File: config.mk
export PLATFORM = sky130hd
export DESIGN_NAME = cpuy_periph
export DESIGN_NICKNAME = d
export VERILOG_FILES = /design/src/rtl/cpuy_pkg.sv /design/src/rtl/cpuy_timer.sv /design/src/rtl/cpuy_periph.sv
export SDC_FILE = /design/constraint.sdc
export NUM_CORES = 1
export LEC_CHECK = 0
export ABC_CLOCK_PERIOD_IN_PS = 16930
export CORE_MARGIN = 5
export CORE_UTILIZATION = 44
export CTS_CLUSTER_SIZE = 14
export DETAILED_ROUTE_END_ITERATION = 10
export SLEW_MARGIN = 25
export SYNTH_ARGS = -nofsm -noshare
export SYNTH_HDL_FRONTEND = slang
export SYNTH_SLANG_ARGS = --single-unit
File: constraint.sdc
create_clock -name clk -period 16.93 [get_ports clk]
set_clock_uncertainty 0.15 [all_clocks]
set_input_delay 3.386 -clock clk [delete_from_list [all_inputs] [get_ports clk]]
set_output_delay 3.386 -clock clk [all_outputs]
set_load 0.03 [all_outputs]
File: src/rtl/cpuy_pkg.sv
// Shared constants for the cpuy execution peripherals.
// Covers the ALU function codes, the stack depth and the timer direction encoding.
package cpuy_pkg;

   localparam int STACK_DEPTH_DEF = 8;

   localparam logic DIR_DOWN = 1'b0;
   localparam logic DIR_UP   = 1'b1;

   typedef enum logic [3:0] {
      FN_ADD  = 4'h0,
      FN_ADC  = 4'h1,
      FN_SUB  = 4'h2,
      FN_SBB  = 4'h3,
      FN_AND  = 4'h4,
      FN_OR   = 4'h5,
      FN_XOR  = 4'h6,
      FN_NOT  = 4'h7,
      FN_SHL  = 4'h8,
      FN_SHR  = 4'h9,
      FN_RLC  = 4'hA,
      FN_RRC  = 4'hB,
      FN_MUL  = 4'hC,
      FN_INC  = 4'hD,
      FN_DEC  = 4'hE,
      FN_PASS = 4'hF
   } alu_fn_e;

   function automatic logic [15:0] timer_terminal(input logic dir);
      return (dir == DIR_UP) ? 16'hFFFF : 16'h0000;
   endfunction

endpackage

File: src/rtl/cpuy_timer.sv
// 16-bit up/down timer with a reload register and a sticky done flag.
// A load takes priority over counting; an ack takes priority over a terminal hit.
module cpuy_timer
   import cpuy_pkg::*;
(
   input  logic        clk,
   input  logic        rst,
   input  logic        en_i,
   input  logic        set_i,
   input  logic        dir_i,
   input  logic        reload_i,
   input  logic        ack_i,
   input  logic [15:0] count_i,
   output logic        done_o
);

   logic [15:0] cnt_q, cnt_d;
   logic [15:0] rld_q, rld_d;
   logic        done_q, done_d;
   logic        hit;

   always_comb begin
      cnt_d  = cnt_q;
      rld_d  = rld_q;
      done_d = done_q;
      hit    = 1'b0;
      if (set_i) begin
         cnt_d = count_i;
         rld_d = count_i;
      end else if (en_i) begin
         if (cnt_q == timer_terminal(dir_i)) begin
            hit = 1'b1;
            // Without reload the counter parks at the terminal value.
            if (reload_i) cnt_d = rld_q;
         end else if (dir_i == DIR_UP) begin
            cnt_d = cnt_q + 16'd1;
         end else begin
            cnt_d = cnt_q - 16'd1;
         end
      end
      if (ack_i)    done_d = 1'b0;
      else if (hit) done_d = 1'b1;
   end

   always_ff @(posedge clk) begin
      if (rst) begin
         cnt_q  <= '0;
         rld_q  <= '0;
         done_q <= 1'b0;
      end else begin
         cnt_q  <= cnt_d;
         rld_q  <= rld_d;
         done_q <= done_d;
      end
   end

   assign done_o = done_q;

endmodule

File: src/rtl/cpuy_periph.sv
// Execution peripherals of the cpuy CPU: combinational ALU, return-address
// stack and two independent timers feeding the interrupt logic.
module cpuy_periph
   import cpuy_pkg::*;
#(
   parameter int STACK_DEPTH = STACK_DEPTH_DEF
) (
   input  logic        clk,
   input  logic        rst,
   input  logic        alu_en,
   input  logic [7:0]  alu_op,
   input  logic [7:0]  alu_a,
   input  logic [7:0]  alu_b,
   input  logic        alu_cin,
   output logic [7:0]  alu_res_l,
   output logic [7:0]  alu_res_h,
   output logic        alu_c,
   output logic        alu_z,
   output logic        alu_s,
   input  logic        stk_en,
   input  logic        stk_push,
   input  logic [11:0] stk_din,
   output logic [15:0] stk_dout,
   output logic        stk_full,
   output logic        stk_empty,
   input  logic        t0_en,
   input  logic        t0_set,
   input  logic        t0_dir,
   input  logic        t0_reload,
   input  logic        t0_ack,
   input  logic [15:0] t0_count,
   output logic        t0_done,
   input  logic        t1_en,
   input  logic        t1_set,
   input  logic        t1_dir,
   input  logic        t1_reload,
   input  logic        t1_ack,
   input  logic [15:0] t1_count,
   output logic        t1_done
);

   localparam int IDX_W = $clog2(STACK_DEPTH);
   localparam int SP_W  = IDX_W + 1;

   alu_fn_e     fn;
   logic [8:0]  sum9;
   logic [15:0] prod;
   logic        unused_op;

   assign fn        = alu_fn_e'(alu_op[4:1]);
   assign unused_op = ^{alu_op[7:5], alu_op[0]};

   always_comb begin
      alu_res_l = '0;
      alu_res_h = '0;
      alu_c     = 1'b0;
      alu_z     = 1'b0;
      alu_s     = 1'b0;
      sum9      = '0;
      prod      = 16'(alu_a) * 16'(alu_b);
      if (alu_en && !rst) begin
         case (fn)
            FN_ADD:  sum9 = {1'b0, alu_a} + {1'b0, alu_b};
            FN_ADC:  sum9 = {1'b0, alu_a} + {1'b0, alu_b} + {8'b0, alu_cin};
            FN_SUB:  sum9 = {1'b0, alu_a} - {1'b0, alu_b};
            FN_SBB:  sum9 = {1'b0, alu_a} - {1'b0, alu_b} - {8'b0, alu_cin};
            FN_AND:  sum9 = {1'b0, alu_a & alu_b};
            FN_OR:   sum9 = {1'b0, alu_a | alu_b};
            FN_XOR:  sum9 = {1'b0, alu_a ^ alu_b};
            FN_NOT:  sum9 = {1'b0, ~alu_a};
            FN_SHL:  sum9 = {alu_a[7], alu_a[6:0], 1'b0};
            FN_SHR:  sum9 = {alu_a[0], 1'b0, alu_a[7:1]};
            FN_RLC:  sum9 = {alu_a[7], alu_a[6:0], alu_cin};
            FN_RRC:  sum9 = {alu_a[0], alu_cin, alu_a[7:1]};
            FN_INC:  sum9 = {1'b0, alu_a} + 9'd1;
            FN_DEC:  sum9 = {1'b0, alu_a} - 9'd1;
            FN_PASS: sum9 = {1'b0, alu_b};
            default: sum9 = '0;
         endcase
         // Bit 8 of sum9 is the carry, borrow or shifted-out bit for non-MUL ops.
         if (fn == FN_MUL) begin
            alu_res_l = prod[7:0];
            alu_res_h = prod[15:8];
            alu_z     = (prod == 16'h0000);
            alu_s     = prod[15];
         end else begin
            alu_res_l = sum9[7:0];
            alu_c     = sum9[8];
            alu_z     = (sum9[7:0] == 8'h00);
            alu_s     = sum9[7];
         end
      end
   end

   logic [SP_W-1:0] sp_q, sp_d;
   logic [11:0]     mem_q [STACK_DEPTH];
   logic [11:0]     dout_q;
   logic [SP_W-1:0] sp_m1;
   logic            push_ok, pop_ok;

   assign stk_full  = (sp_q == SP_W'(STACK_DEPTH));
   assign stk_empty = (sp_q == '0);
   assign push_ok   = stk_en &  stk_push & ~stk_full;
   assign pop_ok    = stk_en & ~stk_push & ~stk_empty;
   assign sp_m1     = sp_q - SP_W'(1);

   always_comb begin
      sp_d = sp_q;
      if (push_ok)     sp_d = sp_q + SP_W'(1);
      else if (pop_ok) sp_d = sp_m1;
   end

   always_ff @(posedge clk) begin
      if (rst) begin
         sp_q   <= '0;
         dout_q <= '0;
         for (int i = 0; i < STACK_DEPTH; i++) mem_q[i] <= '0;
      end else begin
         sp_q <= sp_d;
         if (push_ok) mem_q[sp_q[IDX_W-1:0]] <= stk_din;
         if (pop_ok)  dout_q <= mem_q[sp_m1[IDX_W-1:0]];
      end
   end

   assign stk_dout = {4'b0000, dout_q};

   cpuy_timer u_t0 (
      .clk      (clk),
      .rst      (rst),
      .en_i     (t0_en),
      .set_i    (t0_set),
      .dir_i    (t0_dir),
      .reload_i (t0_reload),
      .ack_i    (t0_ack),
      .count_i  (t0_count),
      .done_o   (t0_done)
   );

   cpuy_timer u_t1 (
      .clk      (clk),
      .rst      (rst),
      .en_i     (t1_en),
      .set_i    (t1_set),
      .dir_i    (t1_dir),
      .reload_i (t1_reload),
      .ack_i    (t1_ack),
      .count_i  (t1_count),
      .done_o   (t1_done)
   );

endmodule

Word level (Yosys, flattened, before mapping)
Memories as Yosys holds them, arrays and structs flattened. A register that Yosys moved wholly into a read port is not among the register bits. Index checks and enable logic that the tools add are counted.

Div/mod/pow operators: 0. $add $sub $neg: 12. Shift operators: 0. Equality and inequality tests: 20. Mux-type cells: 40. Bitwise logic cells: 11. Multipliers: 1. $lt $le $gt $ge: 0. Reductions and logical operators: 14.

Operators by type and width (count): $mux W16 (12); $pmux W9 S15 (1); $eq A4 B4 Y1 const B (9); $add A16 B1 Y16 const B (2); $eq A16 B16 Y1 (2); $mux W8 (4); $sub A16 B1 Y16 const B (2); $mux W1 (18); $eq A4 B3 Y1 const B (4); $logic_not A16 Y1 (1); $mul A8 B8 Y16 (1); $mux W12 (1); $reduce_or A12 Y1 (1); $add A8 B1 Y9 const B (1); $add A8 B8 Y9 (1); $add A9 B1 Y9 (1); $mux W9 (1); $sub A8 B1 Y9 const B (1); $sub A8 B8 Y9 (1); $sub A9 B1 Y9 (1); $and A8 B8 Y8 (1); $eq A4 B2 Y1 const B (2); $logic_not A4 Y1 (2); $logic_not A8 Y1 (1); other kinds (16) (27).

Memory bits (read-only): 0. Input bits: 84. Bits in writable memories: 96. Flip-flop bits (word level): 70. Output and inout port bits: 39. Memories kept: 1. Logic and storage cells: 106. Bits in latches: 0.

Memories: mem_q (words 8, width 12, rd ports 1, clocked after memory_dff 1, write ports 8, line cpuy_periph.sv:96) `logic [11:0] mem_q [STACK_DEPTH];`.

Longest topological paths before layout
Word-level depth: 8. Gate-level depth with buffers: 20. Gate-level depth less buffers: 19.

Hierarchy
From an unflattened synthesis, not the netlist that was laid out.

Cell total of the unflattened synthesis: 1494. Area, all modules: 13987.2 um^2.

Modules (own cells, without submodules): cpuy_periph (times used 1, area an instance 9477.8 um^2, sequential area each 3203.1 um^2, cells each 942); cpuy_timer (times used 2, area an instance 2254.7 um^2, sequential area each 660.6 um^2, cells each 276).

Least setup slack after synthesis
Ideal clock, no wire load.

Path kind: input port to output port. From: input port alu_a[0]. To: output port alu_z. Path slack: 5.825 ns. Path buffers: 1. Stages on the path: 16. Data required time: 13.394 ns. Arrival: 7.569 ns. Path through: clkbuf_1 inv_1 nor2_1 ha_1 fa_1 ha_1 inv_1 fa_1 inv_1 fa_1 or4_1 or4_1 nor4b_1 nand4_1 o41ai_1 and4_1.

Word-level cells in the longest chain between the ends: 7. Elaborated cells between the ends (all ways): 17. Classes of those cells: add/sub: 6; mul: 1; mux: 4; bitwise: 4; reduce/logical: 2.

RTL lines: start, declared (line cpuy_periph.sv:12) `input logic [7:0] alu_a,`; $sub A8 B8 Y9 or $add A8 B8 Y9 (tied branches); $sub A9 B1 Y9 or $add A9 B1 Y9 (tied branches) (line cpuy_periph.sv:66, cpuy_periph.sv:64); $pmux W9 S15 (line cpuy_periph.sv:62) `case (fn)`; $mux W9 (line cpuy_periph.sv:61) `if (alu_en && !rst) begin`; $logic_not A8 Y1 (line cpuy_periph.sv:89) `alu_z = (sum9[7:0] == 8'h00);`; $mux W1 * (line cpuy_periph.sv:81) `if (fn == FN_MUL) begin`; $mux W1 * (line cpuy_periph.sv:61); end, declared (line cpuy_periph.sv:18) `output logic alu_z,`.

Every way passes the cells marked *; elsewhere a longest branch is shown, timed or not. The select of a mux whose other input is x is not followed.

Worst setup path after layout
From: input port alu_a[5]. To: output port alu_z.

Same word-level chain as after synthesis.

==> results.json <==
{
  "ff2ff_path_depth": 9,
  "io_buffer_count": 114,
  "core_sq_mm": 0.0305,
  "critPathBufInv": 5,
  "max-vdd-ir-drop_uv": 69.8,
  "ys_types": 82,
  "cts_tree": "done",
  "hpwl_um": 26900,
  "cpMostUsedCell": "fa_1",
  "synthXorXnorAreaFrac_pct": 3.67,
  "max_slew_margin_pct": 30.4,
  "ys_seq_elements": 178,
  "crit_chain": "clkdlybuf4s50_1 > inv_1 > nor2_1 > fa_1 > fa_1 > fa_1 > inv_1 > fa_1 > inv_1 > ha_1 > o21ai_0 > nand2b_1 > a31oi_1 > xnor2_1 > nor4b_1 > nand4_1 > o41ai_1 > and4_1 > clkdlybuf4s50_1",
  "drt_wl_total_um": 37100,
  "dpl.cell_count": 1936,
  "path_depth": 19,
  "htreeDepth": 4,
  "hold_class": "reg -> reg",
  "cap_violations": 0,
  "wl_per_cell_um": 18.9,
  "routedLengthMet1_um": 17800,
  "synth_ff_type": "edfxtp_1",
  "ys_warn_count": 0,
  "reg2reg_slack_ps": 13580,
  "finalSetupTns_ps": 0,
  "overflow": 0,
  "drc": 0,
  "synth_edf_count": 96,
  "synth_top_area_cell": "edfxtp_1",
  "numCtsBuffers": 17,
  "nNetsFinal": 1785,
  "firstDrtPassIters": 5,
  "critPathCaptureType": "primary output",
  "post_cts_buffers": 0,
  "cp_slowest_cell": "clkdlybuf4s50_1",
  "area_delta_synth_final_pct": 15.4,
  "drv_slew": 0,
  "crit_path_end": "alu_z",
  "highest_layer": "met4",
  "cts_root_buffer": "clkbuf_16",
  "drt_iter0_drc": 873,
  "status": "finished clean",
  "grt_start_max_net_pins": 80,
  "start_kind": "primary input",
  "worstReg2RegEnd": "u_t0.cnt_q[14]$_SDFFE_PP0P_",
  "place_congestion": 0.947,
  "cp_max_fo": 9,
  "cts.sinks": 178,
  "dieArea_sq_mm": 0.0345,
  "synthTopCellsByCount": "nor2_1 (145), nand2_1 (116), a21oi_1 (107)",
  "yosysSeqAreaShare_pct": 33.3,
  "wl_met3_um": 2330,
  "synthCells": 1477,
  "route.met2.wl_um": 16500,
  "netlist_area_sq_mm": 0.0136,
  "start_util_pct": 44.6,
  "cts.clk_slew.worst_paths_ps": 70,
  "timing.fmax_mhz": 76.5,
  "finalHoldViolations": 0,
  "grt_pass1_wl_um": 59400,
  "clockBufferDepth": 2,
  "ctsResizeCount": 0,
  "holdBufCountCts": 0,
  "clock_latency_ps": 440,
  "period_minus_slack_ps": 13070,
  "gr-usage-all-layers_pct": 21.6,
  "fin_crit_sh_pct": 77.2,
  "cp.arrival_ps": 9530,
  "grt_pass1_vias": 10823,
  "synth-async-reset-ratio_pct": 0,
  "r2r_start": "u_t0.cnt_q[0]$_SDFFE_PP0P_",
  "rows": 64,
  "die_w_um": 186,
  "worstMarginPinSlew_ps": 1040,
  "ioPinCount": 123,
  "antenna_found_initial": 0,
  "diodes": 0,
  "worstSetupPathType": "in -> out",
  "synth.area.mux_share_pct": 6.91,
  "p_leak_uw": 0.00643,
  "synth-simple-area-share_pct": 19.5,
  "yosysMostFrequentCell": "nor2_1",
  "drtAntennaViolNets": 0,
  "cp-startpoint": "alu_a[5]",
  "post_synth.cell_area_avg_sq_um": 9.20,
  "critPathMaxStageDelay_ps": 830,
  "synth_top_family_by_area": "simple AND/OR/NAND/NOR gates",
  "vias": 11094,
  "synthAdderAreaFrac_pct": 15.3,
  "cp_top_family": "adder cells",
  "fin_cells": 1968,
  "finalSetupViolCount": 0,
  "synthTopCellsByArea": "edfxtp_1 (21%), dfxtp_1 (12%), ha_1 (9.3%), fa_1 (6.0%), and2_1 (4.6%)",
  "power.density_mw_per_mm2": 89.3,
  "die_h_um": 186,
  "rsz0062_at_grt": "false",
  "avgViaCountPerCell": 5.64,
  "synth_compound_area_share_pct": 16.2,
  "cp.required_ps": 13390,
  "drive_gt1_share_pct": 6.74,
  "synth_top_area_share_pct": 21.2
}
area by class of cell:
type	count	area, sq um
fill	2857	14800
multi-input combinational	1125	8400
sequential	178	4530
timing repair buffer	134	1290
tap	396	495
clock buffer	17	425
inverter	103	387
clock inverter	15	169
flip-flops by register name, indices dropped and copies added, names as in the netlist:
name / count
dout_q: 12
mem_q: 96
sp_q: 4
u_t0.cnt_q: 16
u_t0.done_o: 1
u_t0.rld_q: 16
u_t1.cnt_q: 16
u_t1.done_o: 1
u_t1.rld_q: 16
placed cells by master (no fill, tap or decap), types with 5 or more instances in the layout:
cell,netlist,final
nor2_1,145,144
nand2_1,116,116
clkdlybuf4s50_1,0,113
a21oi_1,107,107
ha_1,101,101
and2_1,100,100
inv_1,99,99
edfxtp_1,96,96
dfxtp_1,82,81
o21ai_0,60,60
fa_1,41,41
nor3_1,39,39
xnor2_1,33,33
a211oi_1,32,32
mux2i_1,32,32
nand2b_1,28,28
mux4_2,27,27
xor2_1,24,24
buf_4,4,21
nand3_1,18,18
clkbuf_16,0,17
or2_2,14,14
o211ai_1,12,12
o21bai_1,11,11
or3_1,10,10
a21o_1,10,10
nor2b_1,9,9
nand4_1,8,8
a221oi_1,8,8
a211o_1,8,8
and3_1,8,8
o31ai_1,7,7
o21a_1,7,7
o221ai_1,6,6
nand3b_1,6,6
a31oi_1,5,5
nor3b_1,6,5
nor4_1,5,5
o22ai_1,5,5
inv_8,0,5
metal layers:
metal | up-vias | GRT usage, %
li1 | 5449 | -
met1 | 5307 | 31.8
met2 | 308 | 33.3
met3 | 30 | 4.65
met4 | 0 | 4.05
met5 | - | 0
power breakdown:
group	internal, uW	switching (uW)
sequential	479	17.8
clock	198	195
combinational	214	297
total	892	510
kinds of logic (layout without fill, tap and decap cells):
| kind of cell | count (synthesis) | in the layout |
|---|---|---|
| xor gates and xnor gates | 57 | 57 |
| other | 1 | 4 |
| DFF | 178 | 178 |
| and+or+nand+nor | 527 | 527 |
| adders and majority gates | 142 | 142 |
| buffers and inverters | 177 | 269 |
| AOI/OAI and AO/OA | 335 | 335 |
| muxes | 60 | 60 |
worst register-to-register path: cells and delay by family, from the launching register on:
| kind | cells | cell delay (ps) |
|---|---|---|
| fa+ha+maj | 1 | 450 |
| compound gates | 6 | 1660 |
| flops | 1 | 380 |
| mux | 1 | 270 |
| simple gates | 1 | 320 |
stage by stage:
| stage | power, uW | cell area, sq um | hold WS [ps] | util (%) | setup WS, ps |
|---|---|---|---|---|---|
| after floorplan | 864 | 13600 | 287 | - | 5830 |
| after global placement | 1010 | 15100 | 302 | 49.5 | 3930 |
| after detailed placement | 1010 | 15100 | 303 | 49.5 | 3990 |
| after CTS | 1410 | 15700 | 313 | 51.4 | 3900 |
| after global routing | 1490 | 15700 | 326 | 51.4 | 3460 |
| final | 1400 | 15700 | 314 | 51.4 | 3860 |
worst min path at each step:
stage | from | to | slack (ps) | cells past startpoint
2_1_floorplan | u_t0.rld_q[15]$_SDFFE_PP0P_ | u_t0.rld_q[15]$_SDFFE_PP0P_ | 290 | 2
3_3_place_gp | u_t0.rld_q[13]$_SDFFE_PP0P_ | u_t0.rld_q[13]$_SDFFE_PP0P_ | 300 | 2
3_5_place_dp | u_t0.rld_q[15]$_SDFFE_PP0P_ | u_t0.rld_q[15]$_SDFFE_PP0P_ | 300 | 2
4_1_cts | u_t0.rld_q[15]$_SDFFE_PP0P_ | u_t0.rld_q[15]$_SDFFE_PP0P_ | 310 | 2
5_1_grt | u_t0.rld_q[1]$_SDFFE_PP0P_ | u_t0.rld_q[1]$_SDFFE_PP0P_ | 330 | 2
6_report | u_t0.rld_q[15]$_SDFFE_PP0P_ | u_t0.rld_q[15]$_SDFFE_PP0P_ | 310 | 2
Note: power is estimated with default switching activity, not from simulation.
